--- src/rtl/counter_ctrl_pkg.sv ---
// Shared encodings for the counter sequencer: FSM states, command opcodes and window modes.
package counter_ctrl_pkg;

  typedef enum logic [2:0] {
    ST_IDLE   = 3'd0,
    ST_CLEAR  = 3'd1,
    ST_RUN_UP = 3'd2,
    ST_RUN_DN = 3'd3,
    ST_PAUSE  = 3'd4,
    ST_DONE   = 3'd5
  } state_e;

  localparam logic [1:0] CMD_START  = 2'b00;
  localparam logic [1:0] CMD_STOP   = 2'b01;
  localparam logic [1:0] CMD_PAUSE  = 2'b10;
  localparam logic [1:0] CMD_RESUME = 2'b11;

  localparam logic [1:0] MODE_ONESHOT  = 2'b00;
  localparam logic [1:0] MODE_PERIODIC = 2'b01;
  localparam logic [1:0] MODE_BOUNCE   = 2'b10;
  localparam logic [1:0] MODE_RSVD     = 2'b11;

  function automatic logic state_busy(input state_e s);
    return (s == ST_CLEAR) || (s == ST_RUN_UP) || (s == ST_RUN_DN) || (s == ST_PAUSE);
  endfunction

endpackage

--- src/rtl/counter_seq_ctrl.sv ---
// Sequencer for an external up/down counter: runs one-shot, periodic or bounce windows
// of 0..limit under host START/STOP/PAUSE/RESUME commands and flags terminal events.
module counter_seq_ctrl
  import counter_ctrl_pkg::*;
#(
  parameter int WIDTH = 32
) (
  input  logic             clk,
  input  logic             rst_n,
  input  logic             cmd_valid,
  output logic             cmd_ready,
  input  logic [1:0]       cmd_op,
  input  logic [1:0]       cfg_mode,
  input  logic [WIDTH-1:0] cfg_limit,
  input  logic [WIDTH-1:0] cnt_val,
  output logic             cnt_up,
  output logic             cnt_hold,
  output logic             cnt_clr,
  output logic             busy,
  output logic             done_pulse,
  output logic             wrap_pulse,
  output logic             err_pulse
);

  state_e           state_q, state_d;
  logic [1:0]       mode_q, mode_d;
  logic [WIDTH-1:0] limit_q, limit_d;
  logic             dir_q, dir_d;
  logic             up_q, up_d;
  logic             done_q, done_d;
  logic             wrap_q, wrap_d;
  logic             err_q, err_d;

  logic cmd_acc;
  logic at_limit;
  logic at_zero;
  logic freeze;

  assign cmd_ready = (state_q != ST_CLEAR);
  assign cmd_acc   = cmd_valid && cmd_ready;
  assign at_limit  = (cnt_val == limit_q);
  assign at_zero   = (cnt_val == '0);
  // STOP/PAUSE must stop the count in the very cycle they are accepted.
  assign freeze    = cmd_acc && ((cmd_op == CMD_STOP) || (cmd_op == CMD_PAUSE));

  always_comb begin
    state_d = state_q;
    mode_d  = mode_q;
    limit_d = limit_q;
    dir_d   = dir_q;
    up_d    = up_q;
    done_d  = 1'b0;
    wrap_d  = 1'b0;
    err_d   = 1'b0;
    case (state_q)
      ST_IDLE, ST_DONE: begin
        if (cmd_acc) begin
          case (cmd_op)
            CMD_START: begin
              mode_d  = cfg_mode;
              limit_d = cfg_limit;
              if (cfg_mode == MODE_RSVD) err_d = 1'b1;
              else                       state_d = ST_CLEAR;
            end
            CMD_STOP: state_d = ST_IDLE;
            default:  err_d = 1'b1;
          endcase
        end
      end
      ST_CLEAR: begin
        state_d = ST_RUN_UP;
        up_d    = 1'b1;
      end
      ST_RUN_UP: begin
        if (cmd_acc) begin
          case (cmd_op)
            CMD_STOP:  state_d = ST_IDLE;
            CMD_PAUSE: begin
              dir_d   = 1'b1;
              state_d = ST_PAUSE;
            end
            default:   err_d = 1'b1;
          endcase
        end else if (at_limit) begin
          case (mode_q)
            MODE_ONESHOT: begin
              state_d = ST_DONE;
              done_d  = 1'b1;
            end
            MODE_PERIODIC: begin
              state_d = ST_CLEAR;
              wrap_d  = 1'b1;
            end
            MODE_BOUNCE: begin
              state_d = ST_RUN_DN;
              up_d    = 1'b0;
              wrap_d  = 1'b1;
            end
            default: state_d = ST_RUN_UP;
          endcase
        end
      end
      ST_RUN_DN: begin
        if (cmd_acc) begin
          case (cmd_op)
            CMD_STOP:  state_d = ST_IDLE;
            CMD_PAUSE: begin
              dir_d   = 1'b0;
              state_d = ST_PAUSE;
            end
            default:   err_d = 1'b1;
          endcase
        end else if (at_zero && (mode_q == MODE_BOUNCE)) begin
          state_d = ST_RUN_UP;
          up_d    = 1'b1;
          wrap_d  = 1'b1;
        end
      end
      ST_PAUSE: begin
        if (cmd_acc) begin
          case (cmd_op)
            CMD_RESUME: begin
              state_d = dir_q ? ST_RUN_UP : ST_RUN_DN;
              up_d    = dir_q;
            end
            CMD_STOP: state_d = ST_IDLE;
            default:  err_d = 1'b1;
          endcase
        end
      end
      default: state_d = ST_IDLE;
    endcase
  end

  always_ff @(posedge clk or negedge rst_n) begin
    if (!rst_n) begin
      state_q <= ST_IDLE;
      mode_q  <= '0;
      limit_q <= '0;
      dir_q   <= 1'b1;
      up_q    <= 1'b1;
      done_q  <= 1'b0;
      wrap_q  <= 1'b0;
      err_q   <= 1'b0;
    end else begin
      state_q <= state_d;
      mode_q  <= mode_d;
      limit_q <= limit_d;
      dir_q   <= dir_d;
      up_q    <= up_d;
      done_q  <= done_d;
      wrap_q  <= wrap_d;
      err_q   <= err_d;
    end
  end

  always_comb begin
    cnt_hold = 1'b1;
    case (state_q)
      ST_RUN_UP: cnt_hold = at_limit || freeze;
      ST_RUN_DN: cnt_hold = at_zero || freeze;
      default:   cnt_hold = 1'b1;
    endcase
  end

  assign cnt_up     = up_q;
  assign cnt_clr    = (state_q == ST_CLEAR);
  assign busy       = state_busy(state_q);
  assign done_pulse = done_q;
  assign wrap_pulse = wrap_q;
  assign err_pulse  = err_q;

endmodule

--- config.mk ---
export PLATFORM = sky130hd
export DESIGN_NAME = counter_seq_ctrl
export DESIGN_NICKNAME = d
export VERILOG_FILES = /design/src/rtl/counter_ctrl_pkg.sv /design/src/rtl/counter_seq_ctrl.sv
export SDC_FILE = /design/constraint.sdc
export NUM_CORES = 1
export LEC_CHECK = 0
export BUFFER_PORTS_ARGS = -buffer_cell sky130_fd_sc_hd__buf_2
export CAP_MARGIN = 20
export CORE_MARGIN = 3
export CORE_UTILIZATION = 51
export CTS_CLUSTER_DIAMETER = 50
export DETAILED_ROUTE_END_ITERATION = 16
export HOLD_SLACK_MARGIN = 0.1
export PLACE_DENSITY = 0.8
export SKIP_CTS_REPAIR_TIMING = 1
export SYNTH_ARGS = -nofsm -noshare
export SYNTH_HDL_FRONTEND = slang
export SYNTH_SLANG_ARGS = --single-unit
--- constraint.sdc ---
create_clock -name clk -period 2.2 [get_ports clk]
set_input_delay 0.44 -clock clk [delete_from_list [all_inputs] [get_ports clk]]
set_output_delay 0.44 -clock clk [all_outputs]
set_load 0.05 [all_outputs]
==> results.yml, run 1 <==
synthesis:
  synth_simple_gate_area_frac: 0.138
  ys_ff_latch: 42
  synth.net_count: 297
  ys_types: 38
  synth_fa_ha_area_frac: 0.0360
  synth-edff-count: 0
  synth_top_family_by_area: "multiplexers"
  syn_avg_cell_area_sq_um: 11.1
  synth-compound-area-share: 0.0817
  ys_warn_count: 0
  synthXorXnorAreaFrac: 0.119
  ys.flop_type: "dfrtp_1"
  syn_inst: 219
  async_flop_share: 1.00
  syn_area_sq_um: 2430
  synthMuxAreaShare: 0.153
  synth_seq_area_share: 0.433
global_routing:
  grt_use_met1: 0.302
  grt_pass1_vias: 2133
  grt_pass1_wl_microns: 9720
  antenna_found_initial: 0
  grt_overflow: 0
  grt_max_degree: 23
  met2_usage: 0.376
  grt_busiest_layer: "met2"
  track_usage: 0.228
  globalRouteMet3Util: 0.0494
finish:
  layout.nets: 394
  diodes: 0
  drive_gt1_frac: 0.473
  area.growth.synth_to_final_pct: 28.1
  design_area_sq_um: 3120
  fin_cells: 369
placement:
  placedCellCount: 360
  routabilityCongestion: 1.05
  postPlaceCellArea_sq_um: 2980
  port-buffer-count: 78
  hpwl_microns: 4840
worst_setup_path:
  crit_fanout: 2
  critical_path.max_stage_delay_ns: 0.40
  cp-end-kind: "output pin"
  cp_slowest_cell: "dfrtp_1"
  cp.depth: 7
  path_cells: "xor2_1 > nor4_1 > nand4_1 > nor2_2 > o21ai_2 > nand3_2 > buf_8"
  cp-start-kind: "register"
  worstPathRequired_ns: 1.76
  crit_buf_inv: 1
  r2r_cells: 4
  crit_type: "register to output pin"
  worstPathArrival_ns: 1.87
  critPathTopFamily: "simple AND/OR/NAND/NOR gates"
timing:
  worst_pin_slew_ns: 0.506
  finalHoldViolCount: 0
  period_share: 1.05
  fin_hold_ws_ns: 0.109
  worst_slack_ns: -0.112
  maxSlewViolCount: 0
  setup_tns_ns: -0.112
  fin_skew_ns: 0.00775
  timing.final.crit_period_ns: 2.31
  max_freq_mhz: 433
  relSlewSlack: 0.663
  setup_viol: 1
  rsz0062_at_grt: "true"
route:
  vias_per_cell: 5.61
  drcViolationCount: 0
  firstDrtPassIters: 4
  routedWlPerCell_microns: 16.4
  finalWirelength_microns: 6060
  postRouteAntennaNets: 0
  vias: 2069
  drtIter0Drc: 158
floorplanning:
  initial_utilization: 0.544
  dieArea_sq_um: 5640
  io_pins: 79
  die_w_microns: 75.1
  die_y_microns: 75.1
  rows: 24
  coreArea_sq_um: 4470
power_and_ir_drop:
  peakVddDrop_uv: 701
  cellPowerDensity_nw_per_um2: 1150
  finalPower_mw: 3.58
  p_leak_nw: 1.47
run:
  drv_cap: 0
clock_tree:
  clockBufferDepth: 2
  cts_buffers: 5
  cts_sinks: 42
  clk_pin_slew_ns: 0.08
  root_buffer: "clkbuf_8"
  cts_tree: "built"
  htreeDepth: 2
  insertion_delay_ns: 0.29
status:
  outcome: "finished with violations"
  violations: "setup timing"
hold_path:
  hp-class: "input port to asynchronous set/reset pin"
[kinds of logic (layout without fill, tap and decap cells)]
kind of cell | after synthesis | count (layout)
adders and majority gates | 7 | 7
and+or+nand+nor | 58 | 58
muxes | 33 | 33
DFF | 42 | 42
xor gates and xnor gates | 33 | 33
AOI/OAI and AO/OA | 29 | 29
buffers and inverters | 17 | 115
[area by class of cell]
| class | instances | area, sq um |
|---|---|---|
| multi-input combinational | 160 | 1320 |
| sequential | 42 | 1050 |
| inverter | 9 | 33.8 |
| timing repair buffer | 98 | 563 |
| tap | 52 | 65.1 |
| clock buffer | 7 | 76.3 |
| fill | 337 | 1360 |
| clock inverter | 1 | 7.51 |
[registers in the layout, indices dropped and copies added, names as in the netlist]
register,flops
wrap_pulse,1
limit_q,32
err_pulse,1
cnt_up,1
mode_q,2
dir_q,1
done_pulse,1
state_q,3
[power by group]
group / total (mW) / switching, mW / internal (mW) / leakage (nW)
Clock: 0.484 / 0.260 / 0.225 / 0.0385
Combinational: 1.64 / 0.870 / 0.767 / 0.922
Sequential: 1.46 / 0.316 / 1.14 / 0.511
Total: 3.58 / 1.45 / 2.13 / 1.47
[cell usage in the layout, fill, tap and decap left out, types with 3 or more instances in the layout]
master / count
ha_1: 7
nor4_1: 12
and3_1: 3
nand4_1: 4
nand3_1: 3
buf_2: 77
nor2_1: 7
dfrtp_1: 40
buf_4: 19
o21ai_0: 10
nand2_1: 11
mux2_2: 31
inv_1: 9
xor2_1: 32
clkbuf_8: 5
nor4_2: 4
[through the flow]
| stage | worst slack [ns] | utilization |
|---|---|---|
| floorplan | 0.0744 | - |
| global placement | -0.131 | 0.666 |
| detailed placement | -0.0936 | 0.666 |
| CTS | -0.232 | 0.685 |
| global route | -0.268 | 0.697 |
| finish | -0.112 | 0.697 |
[metal layers]
| metal | routed length, microns | vias up |
|---|---|---|
| met5 | 0 | - |
| met2 | 3020 | 78 |
| li1 | - | 981 |
| met4 | 85 | 0 |
| met3 | 406 | 10 |
| met1 | 2550 | 1000 |
[cells in the mapped netlist, types with 2 or more instances]
cell	count	area share
dfstp_2	2	0.022
nor4_1	16	0.041
o21bai_1	2	0.0062
a31oi_1	2	0.0051
buf_2	3	0.0062
nand2_1	11	0.017
mux2_1	2	0.0093
o31ai_1	2	0.0062
xor2_1	32	0.12
nand2b_1	2	0.0051
nor3_1	2	0.0041
o32ai_1	2	0.0072
nand4_1	4	0.010
inv_1	9	0.014
nand3_1	4	0.0082
nor2b_1	2	0.0051
and3_1	3	0.0077
mux2_2	31	0.14
nor2_1	8	0.012
a21oi_1	2	0.0041
ha_1	7	0.036
buf_6	4	0.019
o21ai_0	11	0.023
dfrtp_1	40	0.41
and2b_4	2	0.0082
a221oi_1	2	0.0072
[worst paths after layout]
check / start / endpoint / slack [ns]
max: limit_q[11]$_DFFE_PN0P_ / cnt_hold / -0.11
min: rst_n / err_pulse$_DFF_PN0_ / 0.11
max reg2reg: state_q[2]$_DFFE_PN0P_ / limit_q[14]$_DFFE_PN0P_ / 0.25
min reg2reg: dir_q$_DFFE_PN1P_ / dir_q$_DFFE_PN1P_ / 0.52
max in group asynchronous: rst_n / dir_q$_DFFE_PN1P_ / 1.53
min in group clk: cfg_limit[2] / limit_q[2]$_DFFE_PN0P_ / 0.38
[worst register-to-register path: stages (launching register included)]
cell and delay [ns]:
dfrtp_1 0.57, and2b_4 0.28, nor4_4 0.29, buf_4 0.32, mux2_2 0.38
Note: power is estimated with default switching activity, not from simulation.
==> inputs of run 2 (changes only) <==
Settings changed: PLACE_DENSITY 0.8 to 0.92.
==> results.yml, run 2 (same netlist as run 1, synthesis figures left out) <==
status:
  outcome: "finished with violations"
  violations: "setup timing"
route:
  vias_per_cell: 5.78
  drtIter0Drc: 266
  finalWirelength_microns: 6400
  routedWlPerCell_microns: 17.4
  firstDrtPassIters: 5
  postRouteAntennaNets: 0
  drcViolationCount: 0
  vias: 2123
power_and_ir_drop:
  p_leak_nw: 1.47
  cellPowerDensity_nw_per_um2: 1190
  finalPower_mw: 3.71
  peakVddDrop_uv: 622
timing:
  relSlewSlack: 0.656
  maxSlewViolCount: 0
  fin_skew_ns: 0.00468
  setup_viol: 1
  period_share: 1.10
  max_freq_mhz: 413
  worst_slack_ns: -0.221
  timing.final.crit_period_ns: 2.42
  worst_pin_slew_ns: 0.517
  finalHoldViolCount: 0
  rsz0062_at_grt: "true"
clock_tree:
  clockBufferDepth: 2
  insertion_delay_ns: 0.29
  cts_buffers: 5
  cts_tree: "built"
  cts_sinks: 42
  htreeDepth: 2
  clk_pin_slew_ns: 0.08
  root_buffer: "clkbuf_8"
worst_setup_path:
  r2r_slack_ns: 0.15
  cp_slowest_cell: "dfrtp_1"
  crit_buf_inv: 1
  cp-start-kind: "register"
  path_cells: "xor2_1 > nor4_2 > nand4_1 > nor2_2 > o21ai_1 > nand3_1 > buf_6"
  worstPathRequired_ns: 1.76
  crit_type: "register to output pin"
  critical_path.max_stage_delay_ns: 0.39
  worstPathArrival_ns: 1.98
  critPathTopFamily: "simple AND/OR/NAND/NOR gates"
  cp-end-kind: "output pin"
  crit_fanout: 2
placement:
  port-buffer-count: 78
  routabilityCongestion: 0.891
  placedCellCount: 358
  hpwl_microns: 4820
  postPlaceCellArea_sq_um: 2970
  post-place-ws_ns: -0.112
finish:
  seq_area_sq_um: 1050
  fin_cells: 367
  most-common-layout-cells: "buf_2 (77), dfrtp_1 (40), xor2_1 (32)"
  drive_gt1_frac: 0.467
  final_common_cell: "buf_2"
  top_regs: "limit_q: 32 flops, state_q: 3 flops, mode_q: 2 flops"
  largest_register_ffs: 32
  multiInputGateArea_sq_um: 1310
  design_area_sq_um: 3120
  fillers: 316
  layout.nets: 392
  diodes: 0
  area.growth.synth_to_final_pct: 28.1
  largest_register: "limit_q"
global_routing:
  grt_max_degree: 43
  antenna_found_initial: 0
  grt_overflow: 0
  grt_pass1_wl_microns: 9810
  track_usage: 0.232
  grt_pass1_vias: 2152
floorplanning:
  coreArea_sq_um: 4470
  dieArea_sq_um: 5640
  io_pins: 79
  rows: 24
  initial_utilization: 0.544
  die_y_microns: 75.1
  die_w_microns: 75.1
hold_path:
  hp-class: "input port to asynchronous set/reset pin"
run:
  drv_cap: 0
==> run 2: cell count changes in the layout (fill, tap and decap cells not counted) <==
cell and delta:
buf_4 -2, buf_6 +1, buf_8 -1, bufinv_16 +1, clkbuf_1 -1, nand3_1 +1
nand3_2 -1, o21ai_1 +1, o21ai_2 -1
==> run 2: per-layer routing <==
| layer | wire length, microns | GRT usage | share of wire |
|---|---|---|---|
| met1 | 2560 | 0.293 | 0.40 |
| met3 | 482 | 0.0467 | 0.075 |
| met2 | 3160 | 0.384 | 0.49 |
| met5 | 0 | 0 | 0 |
| met4 | 189 | 0.103 | 0.030 |
==> run 2: power by group <==
| part | leakage, nW | internal (mW) | switching (mW) | total [mW] |
|---|---|---|---|---|
| Clock | 0.0514 | 0.338 | 0.260 | 0.598 |
| Combinational | 0.906 | 0.758 | 0.902 | 1.66 |
| Sequential | 0.511 | 1.14 | 0.311 | 1.45 |
| Total | 1.47 | 2.24 | 1.47 | 3.71 |
==> run 2: final cells by class <==
cell class	count	area share
clock inverter	2	0.0120
clock buffer	6	0.0233
timing repair buffer	96	0.175
multi-input combinational	160	0.420
sequential	42	0.338
inverter	9	0.0108
tap	52	0.0209
==> run 2: per-stage QoR <==
step                      hold WS [ns]  utilization  setup TNS, ns
final                            0.199        0.697         -0.221
after global routing             0.245        0.697         -0.297
after floorplan                  0.144            -              0
after detailed placement         0.492        0.663         -0.312
after global placement           0.482        0.663         -0.244
after CTS                        0.226        0.687         -0.284
==> run 2: worst paths after layout <==
kind                                    startpoint                       to  cells after the start
max in group asynchronous                    rst_n       cnt_up$_DFFE_PN1P_                      2
min reg2reg                      dir_q$_DFFE_PN1P_        dir_q$_DFFE_PN1P_                      2
max reg2reg                limit_q[31]$_DFFE_PN0P_   state_q[2]$_DFFE_PN0P_                      8
min in group clk                     cfg_limit[10]  limit_q[10]$_DFFE_PN0P_                      2
max                        limit_q[31]$_DFFE_PN0P_                 cnt_hold                      7
min                                          rst_n      err_pulse$_DFF_PN0_                      2
==> inputs of run 3 (changes only) <==
==> constraint.sdc (replaced) <==
create_clock -name clk -period 2.2 [get_ports clk]
set_input_delay 0.44 -clock clk [delete_from_list [all_inputs] [get_ports clk]]
set_output_delay 0.44 -clock clk [all_outputs]
set_load 0.02 [all_outputs]
==> results.yml, run 3 (same netlist as run 1, synthesis figures left out) <==
status:
  outcome: "finished with violations"
  violations: "setup timing"
route:
  firstDrtPassIters: 6
  vias: 2131
  met3_length_microns: 498
  finalWirelength_microns: 6630
  drcViolationCount: 0
  postRouteAntennaNets: 0
  vias_per_cell: 5.90
  met2WireLength_microns: 3310
  routedWlPerCell_microns: 18.4
  wl_met1_microns: 2580
  topRoutingLayerUsed: "met4"
  drtIter0Drc: 311
worst_setup_path:
  r2r_start: "limit_q[5]$_DFFE_PN0P_"
  startpoint: "limit_q[5]$_DFFE_PN0P_"
  cp-end-kind: "output pin"
  r2r_cells: 8
  cp.depth: 7
  critPathTopFamily: "simple AND/OR/NAND/NOR gates"
  r2r_slack_ns: 0.22
  crit_fanout: 2
  worstPathArrival_ns: 1.90
  cp-endpoint: "cnt_hold"
  rr_endpoint: "state_q[2]$_DFFE_PN0P_"
  path_cells: "xor2_1 > nor4_2 > nand4_1 > nor2_2 > o21ai_2 > nand3_2 > buf_6"
  crit_type: "register to output pin"
  cp-start-kind: "register"
  critical_path.max_stage_delay_ns: 0.40
  crit_buf_inv: 1
  worstPathRequired_ns: 1.76
  cp_slowest_cell: "dfrtp_1"
clock_tree:
  cts_buffers: 5
  clockBufferDepth: 2
  cts_tree: "built"
  cts_sinks: 42
  clk_pin_slew_ns: 0.09
  htreeDepth: 2
  root_buffer: "clkbuf_8"
  insertion_delay_ns: 0.31
global_routing:
  grt_pass1_wl_microns: 10100
  track_usage: 0.242
  antenna_found_initial: 0
  grt_pass1_vias: 2144
  grt_max_degree: 37
  grt_overflow: 0
timing:
  fin_skew_ns: 0.0140
  finalHoldViolCount: 0
  setup_viol: 1
  worst_slack_ns: -0.139
  maxSlewViolCount: 0
  period_share: 1.06
  relSlewSlack: 0.689
  timing.final.crit_period_ns: 2.34
  rsz0062_at_grt: "true"
  fin_hold_ws_ns: 0.0760
  worst_pin_slew_ns: 0.467
  max_freq_mhz: 427
placement:
  port-buffer-count: 78
  postPlaceCellArea_sq_um: 2920
  placedCellCount: 352
  hpwl_microns: 4970
  routabilityCongestion: 0.951
finish:
  top_regs: "limit_q: 32 flops, state_q: 3 flops, mode_q: 2 flops"
  design_area_sq_um: 3090
  fin_cells: 361
  fin_util: 0.690
  largest_register: "limit_q"
  fillers: 308
  drive_gt1_frac: 0.469
  layout.nets: 386
  seq_area_sq_um: 1050
  multiInputGateArea_sq_um: 1330
  area.growth.synth_to_final_pct: 26.9
  diodes: 0
  largest_register_ffs: 32
  most-common-layout-cells: "buf_2 (77), dfrtp_1 (40), xor2_1 (32)"
  final_common_cell: "buf_2"
power_and_ir_drop:
  p_leak_nw: 1.45
  finalPower_mw: 3.63
  pwr-share-clk: 0.174
  peakVddDrop_uv: 638
  cellPowerDensity_nw_per_um2: 1170
  p_sw_mw: 1.39
  pwr-share-comb: 0.423
  internal-power_mw: 2.24
  seqPwrFrac: 0.403
  swShare: 0.382
floorplanning:
  die_y_microns: 75.1
  initial_utilization: 0.544
  io_pins: 79
  rows: 24
  die_w_microns: 75.1
  coreArea_sq_um: 4470
  dieArea_sq_um: 5640
hold_path:
  hp-class: "input port to asynchronous set/reset pin"
run:
  drv_cap: 0
run 3: how the worst min path moves through the flow:
stage / cells past startpoint / slack (ns) / to
after floorplan: 0 / 0.14 / done_pulse$_DFF_PN0_
after global placement: 1 / 0.42 / err_pulse$_DFF_PN0_
after detailed placement: 1 / 0.42 / err_pulse$_DFF_PN0_
after CTS: 1 / 0.09 / err_pulse$_DFF_PN0_
after global routing: 1 / 0.11 / limit_q[19]$_DFFE_PN0P_
final: 1 / 0.08 / err_pulse$_DFF_PN0_
run 3: final cells by class:
type                            instances  area share
Timing Repair Buffer                   90       0.162
Sequential cell                        42       0.341
Clock inverter                          3      0.0142
Tap cell                               52      0.0211
Multi-Input combinational cell        160       0.429
Clock buffer                            5      0.0223
Inverter                                9      0.0109
run 3: power by group through the flow:
stage | combinational [mW] | clock, mW | sequential, mW
after floorplan | 1.10 | 0 | 1.35
after global placement | 1.38 | 0 | 1.44
after detailed placement | 1.43 | 0 | 1.47
after CTS | 1.44 | 0.631 | 1.46
after global routing | 1.68 | 0.664 | 1.51
final | 1.53 | 0.632 | 1.46
run 3: through the flow:
stage	setup TNS (ns)	worst slack, ns
floorplan	0	0.264
global placement	-0.0104	-0.0104
detailed placement	-0.155	-0.0688
CTS	-0.196	-0.196
global route	-0.221	-0.221
finish	-0.139	-0.139
run 3: routing by layer:
metal	global-route usage	vias to the layer above
met1	0.300	1005
met5	0	-
li1	-	961
met2	0.413	133
met4	0.0929	0
met3	0.0507	32
